## src/rtl/coe_fetch_ctrl.sv

```systemverilog
// Coefficient ROM fetch controller: requests the ROM, streams a run of words into a small
// FIFO and hands pairs downstream. Optional checksum output under COE_FETCH_CHECKSUM_EN.
//
// state   | meaning
// S_IDLE  | waiting for start
// S_REQ   | rom_start asserted, waiting for coe_ready
// S_FETCH | issuing one address per cycle while credit exists
// S_DRAIN | all addresses issued, waiting for the last word to be accepted
module coe_fetch_ctrl #(
   parameter int ADDR_W     = 7,
   parameter int COE_W      = 7,
   parameter int FIFO_DEPTH = 4,
   parameter int ROM_LAT    = 1
) (
   input  logic              clk_i,
   input  logic              reset_i,
   input  logic              start_i,
   input  logic [ADDR_W-1:0] base_addr_i,
   input  logic [5:0]        num_words_i,
   output logic              rom_start_o,
   output logic [ADDR_W-1:0] rom_addr_o,
   input  logic [COE_W-1:0]  matrix_coe_1_i,
   input  logic [COE_W-1:0]  matrix_coe_2_i,
   input  logic              coe_ready_i,
   output logic              out_valid_o,
   input  logic              out_ready_i,
   output logic [COE_W-1:0]  out_coe_1_o,
   output logic [COE_W-1:0]  out_coe_2_o,
   output logic              busy_o,
`ifdef COE_FETCH_CHECKSUM_EN
   output logic [15:0]       checksum_o,
`endif
   output logic              done_o
);

   localparam int PW     = $clog2(FIFO_DEPTH);
   localparam int CW     = PW + 1;
   localparam int PAIR_W = 2 * COE_W;

   typedef enum logic [1:0] {S_IDLE, S_REQ, S_FETCH, S_DRAIN} state_t;

   state_t              state_q, state_d;
   logic [ADDR_W-1:0]   addr_q, addr_d, addr_next;
   logic [5:0]          left_q, left_d;
   logic [ROM_LAT-1:0]  pipe_q, pipe_d;
   logic                done_q, done_d;
   logic [PAIR_W-1:0]   mem_q [FIFO_DEPTH];
   logic [PW-1:0]       wr_q, rd_q;
   logic [CW-1:0]       cnt_q;
   logic [7:0]          in_flight;
   logic                push, pop, credit, issue, start_acc;

   always_comb begin
      in_flight = '0;
      for (int i = 0; i < ROM_LAT; i++) in_flight = in_flight + 8'(pipe_q[i]);
   end

   // Only the low 5 bits walk the 32-word ROM; the upper bits stay on the run's base page.
   assign addr_next   = {addr_q[ADDR_W-1:5], addr_q[4:0] + 5'd1};
   assign push        = pipe_q[ROM_LAT-1];
   assign out_valid_o = (cnt_q != '0);
   assign pop         = out_valid_o && out_ready_i;
   assign credit      = (8'(cnt_q) + in_flight) < 8'(FIFO_DEPTH);
   assign pipe_d      = ROM_LAT'({pipe_q, issue});

   assign rom_start_o = (state_q == S_REQ);
   assign busy_o      = (state_q != S_IDLE);
   assign rom_addr_o  = addr_q;
   assign done_o      = done_q;
   assign {out_coe_2_o, out_coe_1_o} = mem_q[rd_q];

   always_comb begin
      state_d   = state_q;
      addr_d    = addr_q;
      left_d    = left_q;
      issue     = 1'b0;
      done_d    = 1'b0;
      start_acc = 1'b0;
      unique case (state_q)
         S_IDLE: begin
            if (start_i) begin
               start_acc = 1'b1;
               addr_d    = base_addr_i;
               left_d    = num_words_i;
               if (num_words_i == 6'd0) done_d  = 1'b1;
               else if (coe_ready_i)    state_d = S_FETCH;
               else                     state_d = S_REQ;
            end
         end
         S_REQ: begin
            if (coe_ready_i) state_d = S_FETCH;
         end
         S_FETCH: begin
            if (credit) begin
               issue  = 1'b1;
               addr_d = addr_next;
               left_d = left_q - 6'd1;
               if (left_q == 6'd1) state_d = S_DRAIN;
            end
         end
         S_DRAIN: begin
            // Done lands the cycle after the pop that empties both the FIFO and the ROM pipe.
            if (pop && cnt_q == CW'(1) && in_flight == 8'd0) begin
               done_d  = 1'b1;
               state_d = S_IDLE;
            end
         end
         default: state_d = S_IDLE;
      endcase
   end

   always_ff @(posedge clk_i) begin
      if (reset_i) begin
         state_q <= S_IDLE;
         addr_q  <= '0;
         left_q  <= '0;
         pipe_q  <= '0;
         done_q  <= 1'b0;
         wr_q    <= '0;
         rd_q    <= '0;
         cnt_q   <= '0;
         for (int i = 0; i < FIFO_DEPTH; i++) mem_q[i] <= '0;
      end else begin
         state_q <= state_d;
         addr_q  <= addr_d;
         left_q  <= left_d;
         pipe_q  <= pipe_d;
         done_q  <= done_d;
         if (push) begin
            mem_q[wr_q] <= {matrix_coe_2_i, matrix_coe_1_i};
            wr_q        <= wr_q + 1'b1;
         end
         if (pop) rd_q <= rd_q + 1'b1;
         if (push && !pop)      cnt_q <= cnt_q + 1'b1;
         else if (!push && pop) cnt_q <= cnt_q - 1'b1;
      end
   end

`ifdef COE_FETCH_CHECKSUM_EN
   logic [15:0] checksum_q;
   always_ff @(posedge clk_i) begin
      if (reset_i)        checksum_q <= '0;
      else if (start_acc) checksum_q <= '0;
      else if (pop)       checksum_q <= checksum_q + 16'(mem_q[rd_q]);
   end
   assign checksum_o = checksum_q;
`endif

endmodule

```

## config.mk

```make
export PLATFORM = sky130hd
export DESIGN_NAME = coe_fetch_ctrl
export DESIGN_NICKNAME = d
export VERILOG_FILES = /design/src/rtl/coe_fetch_ctrl.sv
export SDC_FILE = /design/constraint.sdc
export NUM_CORES = 1
export LEC_CHECK = 0
export BUFFER_PORTS_ARGS = -buffer_cell sky130_fd_sc_hd__clkbuf_2
export CORE_ASPECT_RATIO = 0.8
export CORE_MARGIN = 1
export CORE_UTILIZATION = 30
export DETAILED_ROUTE_END_ITERATION = 16
export PLACE_DENSITY_LB_ADDON = 0.1
export SYNTH_ARGS = -nofsm -noshare
export SYNTH_HDL_FRONTEND = slang
export SYNTH_SLANG_ARGS = --single-unit
```

## constraint.sdc

```tcl
create_clock -name clk_i -period 2.05 [get_ports clk_i]
set_input_delay 0.1025 -clock clk_i [delete_from_list [all_inputs] [get_ports clk_i]]
set_output_delay 0.1025 -clock clk_i [all_outputs]
set_load 0.01 [all_outputs]
```

# Word level (Yosys, flattened, before mapping)
# Memories as Yosys holds them, arrays and structs flattened. A register that Yosys moved wholly into a read port is not among the register bits.
# Cells that the tools add are included.
[word_totals]
word_cells = 80
memories = 1
inputBits = 32
output_inout_bits = 25
mem_bits_rw = 56
regBits = 24
[mem_list]
columns = ["name", "words", "word_bits", "rd", "rd_ports_with_merged_regs", "write_ports", "line_no", "rtl"]
rows = [
  ["mem_q", 4, 14, 1, 1, 4, "47", "logic [PAIR_W-1:0] mem_q [FIFO_DEPTH];"],
]
[op_classes]
n_addsub = 7
n_lt_le_gt_ge = 1
muxes = 31
n_reduce_logical = 19
eq_ne = 11
bitwise = 1
[ops]
columns = ["op", "count"]
rows = [
  ["2-bit two-way mux", 10],
  ["14-bit two-way mux", 1],
  ["7-bit one-hot mux with 2 select lines", 1],
  ["14-bit OR reduction", 1],
  ["6-bit two-way mux", 2],
  ["6-bit one-hot mux with 2 select lines", 1],
  ["1-bit two-way mux", 10],
  ["2-bit inequality test, second input constant", 5],
  ["8-bit zero test", 1],
  ["2-bit one-hot mux with 4 select lines", 1],
  ["7-bit two-way mux", 1],
  ["6-bit by 1-bit equality test with 1-bit output, second input constant", 1],
  ["6-bit zero test", 1],
  ["3-bit two-way mux", 2],
  ["3-bit AND reduction", 2],
  ["6-bit AND reduction", 1],
  ["2-bit nonzero test", 3],
  ["6-bit by 1-bit subtractor with 6-bit output, second input constant", 1],
  ["5-bit by 1-bit adder with 5-bit output, second input constant", 1],
  ["1-bit logical AND", 5],
  ["5-bit two-way mux", 1],
  ["2-bit by 1-bit adder with 2-bit output, second input constant", 2],
  ["3-bit by 1-bit adder with 4-bit output", 1],
  ["2-bit equality test, second input constant", 2],
  ["12 further kinds", 13],
]

# Longest topological paths before layout
# Gate-level depths: netlist of the first run.
[depth]
ltp_word = 6
mapped_depth = 9
depth_no_buf = 9

# Worst setup path after synthesis of the first run
# OpenSTA, ideal clock, no wires.
[synth_path]
kind = "flip-flop to flip-flop"
from = "register wr_q[1]"
to = "memory mem_q[0][0] in the netlist's numbering (enable)"
t_arrival_ns = 1.480
n_path_buf = 1
path_stages_with_launch = 4
path_slack_ns = 0.182
cell_sequence = "dfxtp_1 or2_2 clkbuf_1 o21bai_1"
[synth_lines]
columns = ["item", "line_no", "rtl"]
rows = [
  ["start, declared", "48", "logic [PW-1:0] wr_q, rd_q;"],
  ["start signal, assigned", "131", "wr_q <= wr_q + 1'b1;"],
  ["end, declared", "47", ""],
]

# Worst setup path after layout of the first run
[layout_path]
from = "register cnt_q[1]"
to = "register cnt_q[2]"
[layout_between]
elab_chain_cells = 5
[layout_lines]
columns = ["item", "line_no", "rtl"]
rows = [
  ["start, declared", "49", "logic [CW-1:0] cnt_q;"],
  ["start signal, assigned", "134", "if (push && !pop) cnt_q <= cnt_q + 1'b1;"],
  ["start signal, assigned", "135", "else if (!push && pop) cnt_q <= cnt_q - 1'b1;"],
  ["branches (longest 5 deep; another with 3-bit by 1-bit subtractor with 3-bit output)", "n/a", ""],
]
# Several ways; the timed one is not identified. The select of a mux whose other input is x is not followed.
# A chain may end at the register's enable or synchronous reset.

==> results of run 1 <==
[flip-flops by register name, indices dropped and copies added, names as in the netlist, named ones only]
| register | count |
|---|---|
| wr_q | 2 |
| left_q | 6 |
| done_o | 1 |
| rd_q | 2 |
| state_q | 2 |
| rom_addr_o | 7 |
| cnt_q | 3 |
| pipe_q | 1 |
| mem_q | 56 |
[cell usage in the layout, fill, tap and decap left out, drive strengths merged, types with 7 or more instances in the layout]
cell	n
clkbuf	66
nor2	57
edfxtp	56
nand2	28
dfxtp	26
inv	25
a21oi	17
mux4	14
buf	14
ha	13
nand2b	7
[timing repair]
action	in CTS	in global routing
endpoints found under the setup margin	0	2
resized for setup	0	2
endpoints found under the hold margin	0	0
[through the flow]
stage          hold WS (ns)  power (mW)
2_1_floorplan         0.273        3.69
3_3_place_gp          0.386        4.33
3_5_place_dp          0.384        4.31
4_1_cts              0.0156        5.93
5_1_grt              0.0325        6.26
6_report             0.0313        5.85
[power breakdown]
part / switching (mW) / total [mW] / internal, mW
clock: 0.651 / 1.60 / 0.945
sequential: 0.187 / 2.21 / 2.03
combinational: 1.14 / 2.04 / 0.903
total: 1.98 / 5.85 / 3.87
[worst max-delay path: stages (launching register included)]
cell and delay, ns:
dfxtp_1 0.39, inv_1 0.10, ha_1 0.22, nand2b_1 0.13
nand2_1 0.10, ha_1 0.34, or3_1 0.36, a21oi_1 0.14
[cell type report]
type / count / area [µm²]
Clock buffer: 10 / 229
Clock inverter: 6 / 65.1
Fill cell: 1261 / 7680
Inverter: 25 / 93.8
Multi-Input combinational cell: 204 / 1470
Sequential cell: 82 / 2200
Tap cell: 171 / 214
Timing Repair Buffer: 70 / 385
[metal layers]
| layer | routed length [µm] | track usage, % | up-vias | share of wire [%] |
|---|---|---|---|---|
| met5 | 0 | 0 | - | 0 |
| met4 | 85 | 4.07 | 0 | 0.97 |
| met3 | 477 | 4.78 | 7 | 5.5 |
| met2 | 3830 | 21.3 | 53 | 44 |
| met1 | 4360 | 19.9 | 1237 | 50 |
| li1 | - | - | 1305 | - |
[cell families after synthesis]
family          count (synthesis)  synth area share (%)
simple gates                  115                  13.2
flops                          82                  57.1
xor+xnor                        6                  1.36
buf+inv                        40                  4.90
mux                            22                  10.4
compound gates                 48                  8.86
fa+ha+maj                      13                  4.22
[worst max path at each step]
stage                   from  cells after the start          end  slack (ns)
floorplan            wr_q[1]                      3  mem_q[0][0]        0.18
global placement    cnt_q[0]                      7     cnt_q[2]        0.21
detailed placement  cnt_q[0]                      7     cnt_q[2]        0.15
CTS                 cnt_q[0]                      7     cnt_q[2]        0.13
global route        cnt_q[1]                      7     cnt_q[2]        0.05
finish              cnt_q[1]                      7     cnt_q[2]        0.20
==> flow_summary.toml, run 1 <==
[yosys]
ys_warn_count = 0
synth_most_common_cell = "nor2_1"
synth_cell_type_count = 49
synth_commonest_cells = "57 x nor2_1, 56 x edfxtp_1, 28 x nand2_1, 26 x dfxtp_1, 24 x inv_1"
synth_top_area_share_pct = 43.6
async_reset_ff_share_pct = 0
yosys_most_used_dff = "edfxtp_1"
syn_area_mm2 = 0.00386
yosysSeqAreaShare_pct = 57.1
synth_area_leaders = "edfxtp_1 44%, dfxtp_1 13%, mux4_2 8.2%, nor2_1 5.5%, ha_1 4.2%"
syn_area_per_cell_um2 = 11.8
synth_nets = 371
syn_inst = 326
synth_top_cell_by_area = "edfxtp_1"
yosys_register_bits = 82
synth_edf_count = 56

[layout]
area_delta_synth_final_pct = 20.9
drive_gt1_share_pct = 28.2
layout.nets = 437
final_util_pct = 37.8
diodes = 0
final_cell_count_no_fill = 568
final_area_mm2 = 0.00466

[setup_path]
worstSetupStartpointType = "flop"
worstSetupPathType = "reg -> reg"
timing.rr.start = "cnt_q[1]"
endpoint_kind = "flop"
crit_fanout = 5
cp.required_ns = 2.31
r2r_cells = 7
r2r-end = "cnt_q[2]"
reg2reg_slack_ns = 0.20
worstPathArrival_ns = 2.11

[grt]
grt_overflow = 0
grt_pass1_vias = 2585
antenna_found_initial = 0
grt_max_degree = 22
track_usage_pct = 14.4
grt_first_pass_wirelength_mm = 13.8

[place]
dp_cells = 552
portBuffers = 56
gp_congestion = 0.759
place_area_mm2 = 0.00436
hpwl_mm = 5.84
place_ws_ns = 0.155

[timing]
fin_tns_setup_ns = 0
setup_viol = 0
slew_headroom_pct = 62.7
fin_ws_ns = 0.199
hold_violations = 0
maxSlewViolCount = 0
fin_worst_skew_ns = 0.0103
min_period_ns = 1.85
worst_slew_pin_slew_ns = 0.553
fmax_ghz = 0.540
rsz0062_at_grt = "false"
min_period_over_period_pct = 90.3

[clocking]
cts_buffers = 9
cts_max_level = 3
ctsHoldBuffers = 0
cts_root_buf = "clkbuf_16"
clk_path_buf_depth = 2
clk_pin_slew_ns = 0.07
clock_latency_ns = 0.34
clock_sinks = 82
cts_tree = "done"
post_cts_buffers = 0

[floorplanning]
floorplan.initialDensity_pct = 31.2
die_h_um = 103
die_area_mm2 = 0.0133
io_pins = 57
die_w_um = 129
rows = 36
coreArea_mm2 = 0.0123

[worst_hold_path]
holdPathStages = 3
min-delay-start = "base_addr_i[0]"
min-delay-path-class = "in -> reg"
hold_end = "rom_addr_o[0]"

[routing]
drtIter0Drc = 91
dr_total_vias = 2602
drc = 0
detail_route.first_pass.iterations = 4
postRouteAntennaNets = 0
postRouteWirelength_mm = 8.75
vias_per_cell = 4.58
post_drt_wl_per_cell_um = 15.4

[flow_run]
max_cap_viol_count = 0

[pwr]
ir_worst_vdd_uv = 471
power_density_mw_per_mm2 = 1260
p_leak_nw = 1.88

[status]
status = "completed"
Note: power is estimated with default switching activity, not from simulation.
==> inputs of run 2 (changes only) <==
- BUFFER_PORTS_ARGS: -buffer_cell sky130_fd_sc_hd__clkbuf_2 -> -buffer_cell sky130_fd_sc_hd__buf_2
==> run 2 against run 1 <==
Compared with the run above: cell area is 0.24% lower; register-to-register slack hardly changed; via count up 1.4%; hold slack gained 0.029 ns; sequential cell count stayed put; global-route usage fell by 0.38 points; maximum frequency is 0.42% higher; highest routed layer is now met5; critical endpoint unchanged.
==> flow_summary.toml, run 2 (same netlist as run 1, synthesis figures left out) <==
[routing]
postRouteWirelength_mm = 8.71
detail_route.first_pass.iterations = 4
drc = 0
drtIter0Drc = 116
dr_total_vias = 2639
post_drt_wl_per_cell_um = 15.4
vias_per_cell = 4.65
postRouteAntennaNets = 0

[pwr]
switching_share_pct = 33.5
ir_worst_vdd_uv = 416
pwr-share-comb_pct = 35.3
p_sw_mw = 1.95
intPower_mw = 3.86
p_leak_nw = 1.87
p_total_mw = 5.81
pwr-share-seq_pct = 37.9
power_density_mw_per_mm2 = 1250
clock_power_share_pct = 26.8

[timing]
slew_headroom_pct = 68.2
setup_viol = 0
hold_violations = 0
worst_slew_pin_slew_ns = 0.471
fmax_ghz = 0.543
maxSlewViolCount = 0
min_period_ns = 1.84
fin_tns_setup_ns = 0
rsz0062_at_grt = "false"
min_period_over_period_pct = 89.9
fin_worst_skew_ns = 0.00656

[setup_path]
cpPeakStageDelay_ns = 0.39
worstSetupStartpointType = "flop"
worstPathCellList = "inv_1 > ha_1 > nand2b_1 > nand2_1 > ha_1 > or3_1 > a21oi_1"
slowest_stage = "dfxtp_1"
worstSetupPathType = "reg -> reg"
crit_fanout = 5
endpoint_kind = "flop"
cp.required_ns = 2.32
worstPathArrival_ns = 2.11
critical_path.top_delay_family = "simple AND/OR/NAND/NOR gates"
critPathBufInv = 1
crit_path_frequent_cell = "ha_1"

[place]
hpwl_mm = 5.79
portBuffers = 56
gp_congestion = 0.763

[clocking]
cts_root_buf = "clkbuf_16"
cts_max_level = 3
cts_buffers = 9
ctsHoldBuffers = 0
clk_path_buf_depth = 2
clock_sinks = 82
clk_pin_slew_ns = 0.06
cts_tree = "done"
clock_latency_ns = 0.33

[layout]
layout.nets = 437
diodes = 0
top_register = "mem_q"
layout_commonest_cell = "nor2_1"
largest_reg_flops = 56
area_delta_synth_final_pct = 20.6
drive_gt1_share_pct = 27.5
final_cell_mix = "57 x nor2_1, 56 x buf_2, 56 x edfxtp_1"

[grt]
grt_first_pass_wirelength_mm = 13.5
antenna_found_initial = 1
track_usage_pct = 14.0
grt_overflow = 0
grt_max_degree = 22
grt_pass1_vias = 2499

[floorplanning]
die_h_um = 103
coreArea_mm2 = 0.0123
die_area_mm2 = 0.0133
io_pins = 57
floorplan.initialDensity_pct = 31.2
rows = 36
die_w_um = 129

[flow_run]
max_cap_viol_count = 0

[status]
status = "completed"

[worst_hold_path]
min-delay-path-class = "in -> reg"
==> run 2: what timing repair did <==
item | in CTS | in global routing
endpoints found under the setup margin | 0 | 2
setup buffers | 0 | 0
gates resized for setup | 0 | 1
==> run 2: final timing paths <==
path                                     start       endpoint  slack (ns)  depth (start not counted)
worst max-delay path                  cnt_q[1]       cnt_q[2]        0.21                          7
worst min-delay path            base_addr_i[0]  rom_addr_o[0]        0.06                          3
worst max register to register        cnt_q[1]       cnt_q[2]        0.21                          7
worst min register to register       left_q[1]      left_q[1]        0.48                          2
==> run 2: worst register-to-register path: stages (launching register included) <==
cell      delay (ns)
dfxtp_1         0.39
inv_1           0.10
ha_1            0.22
nand2b_1        0.12
nand2_1         0.10
ha_1            0.34
or3_1           0.36
a21oi_1         0.14
==> run 2: stage by stage <==
stage               utilization (%)  cells  instance area (µm²)  hold WS (ns)  setup WS (ns)
floorplan                         -    326                 3860         0.273          0.182
global placement               35.3    552                 4360         0.406          0.155
detailed placement             35.3    552                 4360         0.404         0.0903
CTS                            37.6    567                 4640        0.0478         0.0841
global route                   37.7    567                 4650        0.0654         0.0289
finish                         37.7    567                 4650        0.0608          0.207
==> run 2: area by class of cell <==
type / count / area, µm²
Timing Repair Buffer: 70 / 385
Inverter: 25 / 93.8
Tap cell: 171 / 214
Fill cell: 1247 / 7690
Sequential cell: 82 / 2200
Clock buffer: 9 / 225
Clock inverter: 6 / 58.8
Multi-Input combinational cell: 204 / 1470
==> run 2: per-layer routing <==
| layer | vias up | GRT usage, % | wire, µm |
|---|---|---|---|
| met4 | 2 | 4.34 | 102 |
| met5 | - | 0 | 13 |
| met3 | 12 | 4.01 | 524 |
| met1 | 1251 | 19.7 | 4340 |
| li1 | 1306 | - | - |
| met2 | 68 | 20.8 | 3730 |
==> run 2: power groups by stage <==
stage / logic (mW) / clock network [mW] / registers, mW
floorplan: 1.47 / 0 / 2.21
global placement: 2.09 / 0 / 2.24
detailed placement: 2.07 / 0 / 2.24
CTS: 2.09 / 1.61 / 2.20
global route: 2.30 / 1.67 / 2.25
finish: 2.05 / 1.56 / 2.20
==> inputs of run 3 (changes only) <==
- ABC_AREA: not set -> 1
==> run 3 against run 2 <==
Compared with the run above: clock skew grew 0.0022 ns; hold slack lost 0.037 ns; maximum frequency grew 5.2%; final cell count grew 22%; combinational power shrank 7%; critical path type unchanged.
==> flow_summary.toml, run 3 <==
[floorplanning]
rows = 37
die_w_um = 130
die_area_mm2 = 0.0136
coreArea_mm2 = 0.0129
floorplan.initialDensity_pct = 30.7
io_pins = 57
die_h_um = 105

[layout]
multi_input_area_mm2 = 0.00142
area_delta_synth_final_pct = 21.7
top_register = "mem_q"
regArea_mm2 = 0.00220
layout.nets = 558
final_cell_mix = "109 x nor2_1, 59 x inv_1, 56 x buf_2, 56 x edfxtp_1, 48 x o21ai_0"
diodes = 0
drive_gt1_share_pct = 20.1
largest_reg_flops = 56
final_util_pct = 37.4
layout_commonest_cell = "nor2_1"
n_fill_cell = 1392

[setup_path]
worstPathArrival_ns = 1.97
crit_fanout = 5
worstSetupPathType = "reg -> reg"
endpoint_kind = "flop"
cp.required_ns = 2.27
worstSetupStartpointType = "flop"

[yosys]
syn_inst = 448
yosys_most_used_dff = "edfxtp_1"
synth_top_family_by_area = "simple AND/OR/NAND/NOR gates"
synthSimpleGateAreaFrac_pct = 18.0
yosys_register_bits = 82
yosys-mux-area-fraction_pct = 0
synth_area_leaders = "edfxtp_1 43%, dfxtp_1 13%, nor2_1 10%, o21ai_0 6.5%, inv_1 5.6%"
synth_most_common_cell = "nor2_1"
syn_area_per_cell_um2 = 8.81
synth_cell_type_count = 31
synth_edf_count = 56
synth_top_cell_by_area = "edfxtp_1"
yosysSeqAreaShare_pct = 55.8
synth_nets = 493
synth_compound_area_share_pct = 13.0
synth_xor_area_share_pct = 0.887
syn_area_mm2 = 0.00395
synth_top_area_share_pct = 42.6
async_reset_ff_share_pct = 0
synth-adder-area-share_pct = 4.12
synth_commonest_cells = "109 x nor2_1, 59 x inv_1, 56 x edfxtp_1, 51 x o21ai_0, 37 x nand2_1"
ys_warn_count = 0

[pwr]
p_leak_nw = 2.02
ir_worst_vdd_uv = 417
power_density_mw_per_mm2 = 1210

[timing]
fin_worst_skew_ns = 0.00879
setup_viol = 0
slew_headroom_pct = 61.9
rsz0062_at_grt = "false"
min_period_over_period_pct = 85.4
maxSlewViolCount = 0
fin_tns_setup_ns = 0
hold_violations = 0
fmax_ghz = 0.571
worst_slew_pin_slew_ns = 0.570
min_period_ns = 1.75

[routing]
dr_total_vias = 3070
postRouteWirelength_mm = 9.40
drtIter0Drc = 187
post_drt_wl_per_cell_um = 13.6
postRouteAntennaNets = 0
detail_route.first_pass.iterations = 4
vias_per_cell = 4.43
drc = 0

[place]
portBuffers = 56
hpwl_mm = 6.32
gp_congestion = 0.773

[grt]
grt_max_degree = 29
grt_pass1_vias = 2952
antenna_found_initial = 0
grt_first_pass_wirelength_mm = 15.1
grt_overflow = 0
track_usage_pct = 15.0

[status]
status = "completed"

[clocking]
cts_tree = "done"
postCtsResizedCells = 0
cts_root_buf = "clkbuf_16"
cts_buffers = 9
clock_sinks = 82
cts_max_level = 3
clock_latency_ns = 0.34
ctsHoldBuffers = 0
post_cts_buffers = 0
clk_pin_slew_ns = 0.06
clk_path_buf_depth = 2

[flow_run]
max_cap_viol_count = 0

[worst_hold_path]
min-delay-path-class = "in -> reg"
==> run 3: changes by cell type in the layout (fill, tap and decap cells not counted), sizes merged, moves of 9 or more <==
cell	delta
nand2	+10
mux4	-14
inv	+38
o22ai	+14
o21ai	+49
nand3	+9
nor2	+63
==> run 3: logic make-up (layout without fill, tap and decap cells) <==
family,Yosys count,in the layout
xor gates and xnor gates,4,4
DFF,82,82
and+or+nand+nor,175,175
AOI/OAI and AO/OA,94,94
adders and majority gates,13,13
buffers and inverters,80,150
==> run 3: stage by stage <==
step                      area, µm²  power [mW]  cells  worst slack (ns)  hold WS (ns)
after floorplan                3950        3.50    448            0.0639         0.242
after global placement         4490        4.13    677             0.392         0.352
after detailed placement       4490        4.14    677             0.317         0.354
after CTS                      4810        5.90    693             0.305       0.00707
after global routing           4810        6.23    693             0.129        0.0387
final                          4810        5.81    693             0.298        0.0235
==> run 3: worst max-delay path: stages (launching register included) <==
cell     delay (ns)
dfxtp_1        0.38
inv_1          0.10
ha_1           0.20
nand2_1        0.08
nand2_1        0.09
ha_1           0.34
nor2_1         0.12
o21ai_0        0.11
o21ai_0        0.15
a21oi_1        0.05
==> run 3: final timing paths <==
check | slack [ns] | end | start | cells after the start
setup / recovery | 0.30 | cnt_q[2] | cnt_q[0] | 9
hold / removal | 0.02 | rom_addr_o[2] | base_addr_i[2] | 3
setup reg to reg | 0.30 | cnt_q[2] | cnt_q[0] | 9
hold reg to reg | 0.46 | rom_addr_o[6] | rom_addr_o[6] | 2
==> run 3: area by class of cell <==
cell class | count | area share [%]
clock inverters | 6 | 1.93
inverters | 63 | 4.97
flip-flops and latches | 82 | 45.8
multi-input cells | 286 | 29.5
clock buffers | 10 | 4.76
repair buffers | 71 | 8.43
well taps | 175 | 4.55
==> run 3: power breakdown <==
| group | leakage, nW | internal (mW) | switching, mW |
|---|---|---|---|
| Clock | 0.149 | 1.07 | 0.659 |
| Sequential | 0.793 | 2.00 | 0.160 |
| Combinational | 1.08 | 0.698 | 1.21 |
==> run 3: layer usage <==
metal  global-route usage [%]  share of wire (%)  vias up
met3                     4.40                3.1        7
met5                        0                  0        -
li1                         -                  -     1597
met2                     23.0                 45       34
met1                     20.2                 51     1432
met4                     4.98               0.83        0
